<file path="src/rtl/pwm_compare_if.sv">
// Duty-value handshake between a duty producer and pwm_compare.
// The producer holds duty_in/duty_valid until duty_ready is seen high at a clock edge.
interface pwm_compare_if #(
    parameter int N = 4
);
    logic [N-1:0] duty_in;
    logic         duty_valid;
    logic         duty_ready;

    modport master (output duty_in, output duty_valid, input duty_ready);
    modport slave  (input duty_in, input duty_valid, output duty_ready);
endinterface

</file>
<file path="src/rtl/pwm_compare.sv">
// PWM compare stage: registered pwm/period_end from a free-running counter, with
// shadowed duty updates committed only at count==MAX. Option: PWM_PERIOD_CNT_EN adds period_cnt.
module pwm_compare #(
    parameter int N = 4
) (
    input  logic         clk,
    input  logic         reset,
    input  logic [N-1:0] count,
    pwm_compare_if.slave duty,
    output logic         pwm,
    output logic         period_end,
    output logic [N-1:0] duty_active,
    output logic         duty_pending
`ifdef PWM_PERIOD_CNT_EN
    ,
    output logic [15:0]  period_cnt
`endif
);

    logic [N-1:0] shadow_q, shadow_d;
    logic [N-1:0] active_q, active_d;
    logic         pending_q, pending_d;
    logic         pwm_q, pwm_d;
    logic         pend_q, pend_d;
    logic         is_max;
    logic         accept;
    logic         commit;

    assign is_max = (count == {N{1'b1}});
    assign duty.duty_ready = !reset && !pending_q;
    assign accept = duty.duty_valid && duty.duty_ready;
    // pending_q is the pre-edge value, so a same-edge accept waits for the next MAX
    assign commit = is_max && pending_q;

    always_comb begin
        shadow_d  = shadow_q;
        active_d  = active_q;
        pending_d = pending_q;
        if (commit) begin
            active_d  = shadow_q;
            pending_d = 1'b0;
        end else if (accept) begin
            shadow_d  = duty.duty_in;
            pending_d = 1'b1;
        end
        pwm_d  = (count < active_q);
        pend_d = is_max;
    end

    always_ff @(posedge clk) begin
        if (reset) begin
            shadow_q  <= '0;
            active_q  <= '0;
            pending_q <= 1'b0;
            pwm_q     <= 1'b0;
            pend_q    <= 1'b0;
        end else begin
            shadow_q  <= shadow_d;
            active_q  <= active_d;
            pending_q <= pending_d;
            pwm_q     <= pwm_d;
            pend_q    <= pend_d;
        end
    end

    assign pwm          = pwm_q;
    assign period_end   = pend_q;
    assign duty_active  = active_q;
    assign duty_pending = pending_q;

`ifdef PWM_PERIOD_CNT_EN
    logic [15:0] pcnt_q, pcnt_d;

    assign pcnt_d = is_max ? pcnt_q + 16'd1 : pcnt_q;

    always_ff @(posedge clk) begin
        if (reset) begin
            pcnt_q <= '0;
        end else begin
            pcnt_q <= pcnt_d;
        end
    end

    assign period_cnt = pcnt_q;
`endif

endmodule
</file>
<file path="src/flat_wrapper.sv">
// flat-port wrapper written by rule: the top's interface ports become plain ports
module pwm_compare_flat 
#(
    parameter int N = 4
)
  (clk, reset, count, pwm, period_end, duty_active, duty_pending, duty_duty_in, duty_duty_valid, duty_duty_ready);
  pwm_compare_if #(.N(N)) duty_i ();
  input  logic clk;
  input  logic reset;
  input  logic [N-1:0] count;
  output logic pwm;
  output logic period_end;
  output logic [N-1:0] duty_active;
  output logic duty_pending;
  input wire logic [$bits(duty_i.duty_in)-1:0] duty_duty_in;
  input wire logic [$bits(duty_i.duty_valid)-1:0] duty_duty_valid;
  output wire logic [$bits(duty_i.duty_ready)-1:0] duty_duty_ready;
  assign duty_i.duty_in = duty_duty_in;
  assign duty_i.duty_valid = duty_duty_valid;
  assign duty_duty_ready = duty_i.duty_ready;
  pwm_compare #(.N(N)) u_core (.clk(clk), .reset(reset), .count(count), .duty(duty_i), .pwm(pwm), .period_end(period_end), .duty_active(duty_active), .duty_pending(duty_pending));
endmodule
</file>
<file path="config.mk">
export PLATFORM = sky130hd
export DESIGN_NAME = pwm_compare_flat
export DESIGN_NICKNAME = d
export VERILOG_FILES = /design/src/rtl/pwm_compare_if.sv /design/src/rtl/pwm_compare.sv /design/src/flat_wrapper.sv
export SDC_FILE = /design/constraint.sdc
export NUM_CORES = 1
export LEC_CHECK = 0
export BUFFER_PORTS_ARGS = -buffer_cell sky130_fd_sc_hd__buf_4
export CORE_AREA = 4 4 41 43
export DETAILED_ROUTE_END_ITERATION = 12
export DIE_AREA = 0 0 45 47
export GPL_TIMING_DRIVEN = 0
export PLACE_DENSITY_LB_ADDON = 0.08
export SLEW_MARGIN = 20
export SYNTH_ARGS = -nofsm -noshare
export SYNTH_HDL_FRONTEND = slang
export SYNTH_SLANG_ARGS = --single-unit
</file>
<file path="constraint.sdc">
create_clock -name clk -period 2.6 [get_ports clk]
set_input_delay 0.13 -clock clk [delete_from_list [all_inputs] [get_ports clk]]
set_output_delay 0.13 -clock clk [all_outputs]
set_load 0.005 [all_outputs]
</file>
After elaboration in Yosys (flattened, before gate mapping) --
Index checks and enable logic that the tools add are counted. Widths: inputs -> output; s select.
Cells by class: magnitude comparators 1, eq/ne operators 1, bitwise logic cells 1, reduce and logical (&&, ||, !) cells 7
Operators with widths (count):
- $eq 4x4->1 const B | 1
- $lt 4x4->1 | 1
- $logic_and 1x1->1 | 3
- $logic_not 1->1 | 2
- $reduce_and 2->1 | 1
- $reduce_or 2->1 | 1
- $not 1->1 | 1
Word-level totals: flip-flop bits (word level) 11, output and inout bits 8, logic and storage cells 15

Logic depth before layout (Yosys ltp) --
Gate-level depths: netlist of run 1.
word-level depth 4, mapped depth 4, gate-level depth less buffers 4

Worst setup path after synthesis of run 1 --
No wires, ideal clock.
path kind reg2reg, start register u_core.active_q[3], in the netlist u_core.duty_active[3], end register u_core.pwm_q, in the netlist u_core.pwm, setup time 0.074 ns, arrival 1.053 ns, data required time 2.526 ns, setup slack 1.472 ns, cell stages (with the launch flop) 5, buffers on the path 0, path through dfxtp_1 -> inv_1 -> ha_1 -> a211o_1 -> a31oi_1
On the way: word-level cells in the longest chain between the ends 1
RTL lines:
- from (decl) | line pwm_compare.sv:21 | logic [N-1:0] active_q, active_d;
- from (signal assigned) | line pwm_compare.sv:59 | active_q <= active_d;
- $lt 4x4->1 | line pwm_compare.sv:46 | pwm_d = (count < active_q);
- to (signal assigned) | line pwm_compare.sv:61 | pwm_q <= pwm_d;
- to (decl) | line pwm_compare.sv:23 | logic pwm_q, pwm_d;
No other way between the ends. A chain may end at the register's enable or synchronous reset.

Worst setup path after layout of run 1 --
Ends and elaborated chain as after synthesis.

==> impl_metrics.json, run 1 <==
{
  "outcome": "finished, final reports clean",
  "finClkSkew_ns": 0.002866,
  "grt_antenna_before_repair": 0,
  "path_max_fanout": 3,
  "relSlewSlack": 0.8606,
  "post-route-util": 0.5317,
  "syn_inst": 51,
  "synth_edf_count": 0,
  "grt_setup_unrepaired": "no",
  "cts.sinks": 11,
  "start_util": 0.3933,
  "cts_resized": 0,
  "via_per_inst": 4.625,
  "grt_max_degree": 11,
  "routed_wirelength_microns": 978,
  "drv_cap": 0,
  "critPathArrivalTime_ns": 1.40,
  "num_vias": 407,
  "post-route-min-period_ns": 1.204,
  "grtUsageTotal": 0.1134,
  "rows": 13,
  "ctsHoldBuffers": 0,
  "switching_share": 0.2364,
  "htreeDepth": 1,
  "post_cts_buffers": 0,
  "peakVddDrop_v": 0.0002914,
  "path_class": "flop to flop",
  "finalSetupViolCount": 0,
  "grt_pass1_wl_mm": 1.697,
  "hold_class": "input port to flop",
  "drtIter0Drc": 3,
  "clk_pin_slew_worst_paths_ns": 0.07,
  "drc": 0,
  "grt_pass1_vias": 401,
  "gp_routability_congestion": 0.6548,
  "netlist_area_sq_um": 511.7,
  "synth-warning-count": 0,
  "tightest_slew_ns": 0.2088,
  "seqCellArea_sq_um": 220.2,
  "firstDrtPassIters": 3,
  "cp-start-kind": "flop",
  "yosysMostFrequentCell": "dfxtp_1",
  "power.leakage_nw": 0.3004,
  "clockPowerShare": 0.345,
  "grt_overflow": 0,
  "synth_top_flop_cell": "dfxtp_1",
  "drive_gt1_frac": 0.3699,
  "power_frac_comb": 0.134,
  "p_int_mw": 0.2623,
  "root_buffer": "clkbuf_4",
  "cts_made_buffers": 3,
  "die_area_sq_um": 2115,
  "yosysTopAreaCellShare": 0.4303,
  "yosysSeqAreaShare": 0.4303,
  "ctsLongestPathBuffers": 2,
  "crit_path_end_kind": "flop",
  "synth_nets": 65,
  "ys_ff_latch": 11,
  "synth_area_leaders": "dfxtp_1 (43%), mux2i_1 (16%), nand2b_1 (11%)",
  "port_buffers": 18,
  "io_pins": 19,
  "fin_crit_sh": 0.4631,
  "die_height_microns": 47,
  "synthArstFlopShare": 0,
  "dp_hpwl_microns": 743.9,
  "tns_ns": 0,
  "yosysUniqueCellTypes": 16,
  "avgRoutedWirePerCell_microns": 11.11,
  "area_growth_pct": 35.21,
  "synth_common_cells": "dfxtp_1 (11), nand2b_1 (9), mux2i_1 (8)",
  "synth_area_leader_cell": "dfxtp_1",
  "n_antenna_cell": 0,
  "pwr-share-seq": 0.521,
  "p_switching_mw": 0.08120,
  "multi_input_area_sq_um": 260.3,
  "slew_violations": 0,
  "powerDensity_nw_per_um2": 496.4,
  "die_w_microns": 45,
  "required_ns": 2.80,
  "cts_tree": "yes",
  "fill_cells": 131,
  "ant_nets": 0,
  "nNetsFinal": 88,
  "reg2reg_slack_ns": 1.40,
  "clk_latency_ns": 0.27,
  "hold_viol": 0,
  "syn_avg_cell_area_sq_um": 10.03,
  "fmax_mhz": 830.5,
  "core_area_sq_um": 1301
}
==> worst max-delay path, stage by stage (launching register included) <==
cell and delay (ns):
dfxtp_1 0.36, inv_1 0.06, ha_1 0.28, a211o_1 0.29, a31oi_1 0.14
==> per-stage QoR <==
stage / instances / power [mW] / hold slack [ns] / worst slack, ns / area [sq um]
after floorplan: 51 / 0.2062 / 0.2772 / 1.472 / 511.7
after global placement: 84 / 0.2289 / 0.3661 / 1.432 / 665.6
after detailed placement: 84 / 0.2296 / 0.3699 / 1.405 / 665.6
after CTS: 88 / 0.3499 / 0.08582 / 1.385 / 691.9
after global routing: 88 / 0.3632 / 0.08607 / 1.354 / 691.9
final: 88 / 0.3435 / 0.09047 / 1.396 / 691.9
==> metal layers <==
metal  track usage  wire, microns  vias up
li1              -              -      214
met1        0.1287            442      171
met2        0.1836            412       17
met3       0.06130            112        5
met4       0.03509             10        0
met5             0              0        -
==> path summary, 6_finish.rpt <==
kind / cells past startpoint / from / endpoint
min reg2reg: 2 / u_core.shadow_q[0] / u_core.duty_active[0]
max reg2reg: 4 / u_core.duty_active[3] / u_core.pwm
max: 4 / u_core.duty_active[3] / u_core.pwm
min: 3 / duty_duty_in[2] / u_core.shadow_q[2]
==> logic make-up after synthesis <==
family | Yosys count | synth area share
compound gates | 3 | 0.04403
fa+ha+maj | 3 | 0.07336
buf+inv | 6 | 0.06111
flops | 11 | 0.4303
mux | 8 | 0.1565
simple gates | 20 | 0.2347
==> power by group through the flow <==
stage	Clock, mW	Sequential (mW)	Combinational, mW
2_1_floorplan	0	0.182	0.0241
3_3_place_gp	0	0.183	0.0462
3_5_place_dp	0	0.183	0.0467
4_1_cts	0.124	0.179	0.0468
5_1_grt	0.131	0.180	0.0521
6_report	0.119	0.179	0.0460
==> final cells by class <==
type                    instances  share of cell area
plain buffers                   2             0.02351
clock buffers                   4             0.03797
inverters                       4             0.02170
multi-input cells              34              0.3761
flip-flops and latches         11              0.3183
well taps                      15             0.02712
repair buffers                 18              0.1953
==> cells in the final DEF (no fill, tap or decap), drive strengths merged <==
cell type	Yosys	routed
inv	4	4
nor3	1	1
a21o	1	1
mux2i	8	8
a31oi	1	1
a211o	1	1
dfxtp	11	11
buf	2	20
ha	3	3
clkbuf	0	4
nand4	1	1
nor2	8	8
nor2b	1	1
nand2b	9	9
==> sequential cells by signal, summed over array words and instances (netlist names) <==
register	cells
u_core.duty_pending	1
u_core.shadow_q	4
u_core.duty_active	4
u_core.period_end	1
u_core.pwm	1
No activity file was read; power rests on OpenSTA's default activity.
==> run 2: changes to the inputs <==
Settings changed: ABC_AREA from default to 1.
Clock period 2.6 ns to 1.3 ns, I/O delays scaled along.
==> run 2 against run 1 <==
- die area is the same
- largest power group unchanged
- critical endpoint is now duty_duty_ready
- clock-buffer cell count unchanged
- largest cell class unchanged
- wire length rose by 4.2%
- worst hold slack worse by 0.074 ns
- highest routed layer unchanged
- sequential share of layout area shrank 1.3 points
==> impl_metrics.json, run 2 <==
{
  "synth_top_flop_cell": "dfxtp_1",
  "finClkSkew_ns": 0.001477,
  "syn_inst": 69,
  "met2_usage": 0.2034,
  "relSlewSlack": 0.8887,
  "post-route-min-period_ns": 1.069,
  "synth_nets": 83,
  "clk_pin_slew_worst_paths_ns": 0.07,
  "dp.cells": 102,
  "drtIter0Drc": 3,
  "post-route-util": 0.5548,
  "place_area_sq_um": 695.7,
  "grt_max_degree": 11,
  "finalSetupViolCount": 0,
  "use_met1": 0.1379,
  "avgRoutedWirePerCell_microns": 9.613,
  "drc": 0,
  "tightest_slew_ns": 0.1656,
  "yosysUniqueCellTypes": 15,
  "ctsHoldBuffers": 0,
  "start_util": 0.4163,
  "grt_antenna_before_repair": 0,
  "power.leakage_nw": 0.3641,
  "routed_wirelength_mm": 1.019,
  "grt_setup_unrepaired": "no",
  "gp_routability_congestion": 0.6868,
  "final_area_sq_um": 721.9,
  "syn_avg_cell_area_sq_um": 7.852,
  "via_per_inst": 4.660,
  "hold_viol": 0,
  "layout_commonest_cell": "buf_4",
  "synthArstFlopShare": 0,
  "n_antenna_cell": 0,
  "slew_violations": 0,
  "cts.sinks": 11,
  "fin_crit_sh": 0.8220,
  "die_height_microns": 47,
  "met3_usage": 0.03065,
  "yosysSeqAreaShare": 0.4065,
  "synth_area_leader_cell": "dfxtp_1",
  "synth-warning-count": 0,
  "grtUsageTotal": 0.1253,
  "drive_gt1_frac": 0.3077,
  "firstDrtPassIters": 4,
  "area_growth_pct": 33.26,
  "fin_cells": 106,
  "synth_common_cells": "nand2_1 (13), nand3_1 (12), dfxtp_1 (11)",
  "root_buffer": "clkbuf_4",
  "post_cts_buffers": 0,
  "htreeDepth": 1,
  "yosysMostFrequentCell": "nand2_1",
  "hold_class": "input port to flop",
  "grt_pass1_wl_mm": 1.890,
  "fill_cells": 134,
  "final_cell_mix": "buf_4 (18), nand2_1 (13), nand3_1 (12)",
  "synth_edf_count": 0,
  "path_max_fanout": 10,
  "netlist_area_sq_um": 541.8,
  "dp_hpwl_microns": 797.2,
  "critPathArrivalTime_ns": 1.00,
  "outcome": "finished, final reports clean",
  "grt_overflow": 0,
  "port_buffers": 18,
  "peakVddDrop_v": 0.0004360,
  "cts_resized": 0,
  "cts_tree": "yes",
  "cts_made_buffers": 3,
  "powerDensity_nw_per_um2": 1015,
  "clk_latency_ns": 0.26,
  "grt_pass1_vias": 466,
  "num_vias": 494,
  "ant_nets": 0,
  "ys_ff_latch": 11,
  "die_area_sq_um": 2115,
  "die_w_microns": 45,
  "nNetsFinal": 106,
  "fmax_mhz": 935.8,
  "ctsLongestPathBuffers": 2,
  "crit_path_end_kind": "output pin",
  "synth_area_leaders": "dfxtp_1 (41%), nand3_1 (11%), nand2_1 (9.0%)",
  "io_pins": 19,
  "tns_ns": 0,
  "grt_busiest_layer": "met2",
  "path_class": "flop to output pin",
  "rows": 13,
  "yosysTopAreaCellShare": 0.4065,
  "cp-start-kind": "flop",
  "core_area_sq_um": 1301,
  "drv_cap": 0,
  "holdWs_ns": 0.01636,
  "required_ns": 1.24
}
run 2: path summary, 6_finish.rpt:
path,cells after the start,from,end,slack [ns]
min reg2reg,2,u_core.shadow_q[2],u_core.shadow_q[2],0.47
min,3,duty_duty_in[2],u_core.shadow_q[2],0.02
max reg2reg,5,u_core.duty_active[3],u_core.pwm,0.32
max,3,u_core.duty_pending,duty_duty_ready,0.23
run 2: kinds of logic (layout without fill, tap and decap cells):
kind of cell | Yosys count | in the layout | share of synthesized area
AO/OA/AOI/OAI | 7 | 7 | 0.06464
flip-flops | 11 | 11 | 0.4065
AND/OR/NAND/NOR | 36 | 36 | 0.3626
adder cells (fa/ha/maj) | 3 | 3 | 0.06929
buffers and inverters | 12 | 34 | 0.09700
run 2: stage by stage:
step,setup slack [ns],total power [mW]
after floorplan,0.3728,0.4484
after global placement,0.3309,0.5070
after detailed placement,0.3200,0.5102
after CTS,0.2095,0.7514
after global routing,0.1447,0.7830
final,0.2314,0.7330
run 2: cell type report:
type | instances | area (sq um) | area share
multi-input combinational | 46 | 269.0 | 0.3726
sequential | 11 | 220.2 | 0.3050
timing repair buffer | 18 | 135.1 | 0.1872
inverter | 11 | 41.29 | 0.05719
clock buffer | 4 | 26.28 | 0.03640
tap | 15 | 18.77 | 0.02600
buffer | 1 | 11.26 | 0.01560
run 2: power by group:
part	switching [mW]	internal [mW]	total, mW
Clock	0.115	0.119	0.233
Combinational	0.0693	0.0662	0.136
Sequential	0.00895	0.355	0.364
run 2: metal layers:
metal / vias to the layer above / share of wire
li1: 263 / -
met1: 212 / 0.43
met2: 17 / 0.45
met3: 2 / 0.11
met4: 0 / 0.0088
met5: - / 0
run 2: critical path: stages, from the launching register on:
cell	delay (ns)
dfxtp_1	0.32
buf_6	0.14
nor2_8	0.15
buf_4	0.13
==> run 3: changes to the inputs <==
Clock period 1.3 ns to 1.1 ns, I/O delays scaled along.
==> run 3 against run 2 <==
- non-clock buffer count grew 1
- clock-buffer cell count is the same
- final cell count grew 0.94%
- worst hold slack lost 0.0053 ns
- via count is the same
- global-route usage grew 0.16 points
- critical path depth is the same
- wire length grew 2.3%
- sequential share of layout area shrank 0.45 points
- clock skew is essentially flat
- core utilization grew 1.2 points
- die area is the same
- highest routed layer unchanged
==> impl_metrics.json, run 3 (same netlist as run 2, synthesis figures left out) <==
{
  "outcome": "finished, final reports clean",
  "route.met3.wl_microns": 101,
  "top_layer": "met4",
  "via_per_inst": 4.617,
  "path_class": "flop to output pin",
  "routed_wirelength_mm": 1.042,
  "tightest_slew_ns": 0.1660,
  "finalSetupViolCount": 0,
  "reg2reg_slack_ns": 0.12,
  "clk_pin_slew_worst_paths_ns": 0.07,
  "root_buffer": "clkbuf_4",
  "fill_cells": 131,
  "drv_cap": 0,
  "cts.sinks": 11,
  "fmax_mhz": 966.2,
  "path_max_fanout": 10,
  "fin_crit_sh": 0.9409,
  "area_growth_pct": 36.03,
  "die_w_microns": 45,
  "rows": 13,
  "crit_path_end_kind": "output pin",
  "avgRoutedWirePerCell_microns": 9.738,
  "post-route-min-period_ns": 1.035,
  "slew_violations": 0,
  "power.leakage_nw": 0.3681,
  "final_cell_mix": "buf_4 (18), nand2_1 (13), nand3_1 (12)",
  "core_area_sq_um": 1301,
  "layout_commonest_cell": "buf_4",
  "grt_setup_unrepaired": "no",
  "hold_viol": 0,
  "die_area_sq_um": 2115,
  "ant_nets": 0,
  "multi_input_area_sq_um": 272.8,
  "grt_antenna_before_repair": 0,
  "firstDrtPassIters": 3,
  "tns_ns": 0,
  "seqCellArea_sq_um": 221.5,
  "peakVddDrop_v": 0.0005160,
  "finClkSkew_ns": 0.001597,
  "grt_pass1_wl_mm": 1.918,
  "grt_overflow": 0,
  "grtUsageTotal": 0.1269,
  "gp_routability_congestion": 0.6868,
  "critPathArrivalTime_ns": 0.98,
  "grt_max_degree": 11,
  "ctsLongestPathBuffers": 2,
  "drc": 0,
  "htreeDepth": 1,
  "powerDensity_nw_per_um2": 1182,
  "start_util": 0.4163,
  "cts_made_buffers": 3,
  "grt_pass1_vias": 470,
  "cts_tree": "yes",
  "relSlewSlack": 0.8885,
  "routed-wl-met2_microns": 465,
  "dp.cells": 102,
  "io_pins": 19,
  "die_height_microns": 47,
  "n_antenna_cell": 0,
  "met1_length_microns": 465,
  "dp_hpwl_microns": 797.2,
  "drtIter0Drc": 3,
  "required_ns": 1.04,
  "num_vias": 494,
  "post_cts_buffers": 0,
  "hold_class": "input port to flop",
  "fin_cells": 107,
  "port_buffers": 18,
  "nNetsFinal": 107,
  "clk_latency_ns": 0.26,
  "cp-start-kind": "flop",
  "drive_gt1_frac": 0.3261
}
run 3: changes by cell type in the layout (fill, tap and decap cells not counted), sizes merged:
cell         before  now
dlygate4sd3       0    1
run 3: repair_timing:
item                       4_1_cts  5_1_grt
hold endpoints to repair         1        0
setup endpoints to repair        0        2
hold buffers                     1        0
gates resized for setup          0        2
run 3: final timing paths:
check	startpoint	to	cells after the start
max reg2reg	u_core.duty_active[3]	u_core.pwm	5
max	u_core.duty_pending	duty_duty_ready	3
min reg2reg	u_core.shadow_q[2]	u_core.shadow_q[2]	2
min	duty_duty_in[1]	u_core.shadow_q[1]	3
run 3: through the flow:
stage | power (mW) | util | hold slack (ns) | instance area, sq um | setup slack (ns)
6_report | 0.8714 | 0.5663 | 0.01107 | 737.0 | 0.06500
5_1_grt | 0.9296 | 0.5663 | 0.01805 | 737.0 | 0.01147
4_1_cts | 0.8909 | 0.5625 | 0.001157 | 732.0 | 0.01951
3_5_place_dp | 0.6030 | 0.5346 | 0.2826 | 695.7 | 0.1200
3_3_place_gp | 0.5992 | 0.5346 | 0.2803 | 695.7 | 0.1309
2_1_floorplan | 0.5299 | - | 0.1329 | 541.8 | 0.1728
run 3: metal layers:
layer,vias up,track usage
met3,2,0.03065
met4,0,0.1053
met5,-,0
li1,266,-
met2,15,0.2034
met1,211,0.1425
run 3: critical path: stages, from the launching register on:
cell and delay [ns]:
dfxtp_1 0.32, buf_6 0.15, nor2_8 0.12, buf_4 0.13
run 3: layout make-up:
cell class,count,share of cell area
Buffer,1,0.01528
Timing Repair Buffer,19,0.1969
Tap cell,15,0.02547
Sequential cell,11,0.3005
Inverter,11,0.05603
Clock buffer,4,0.03565
Multi-Input combinational cell,46,0.3701
run 3: power breakdown:
part / internal, mW / switching (mW)
Combinational: 0.0805 / 0.0844
Clock: 0.140 / 0.136
Sequential: 0.420 / 0.0106
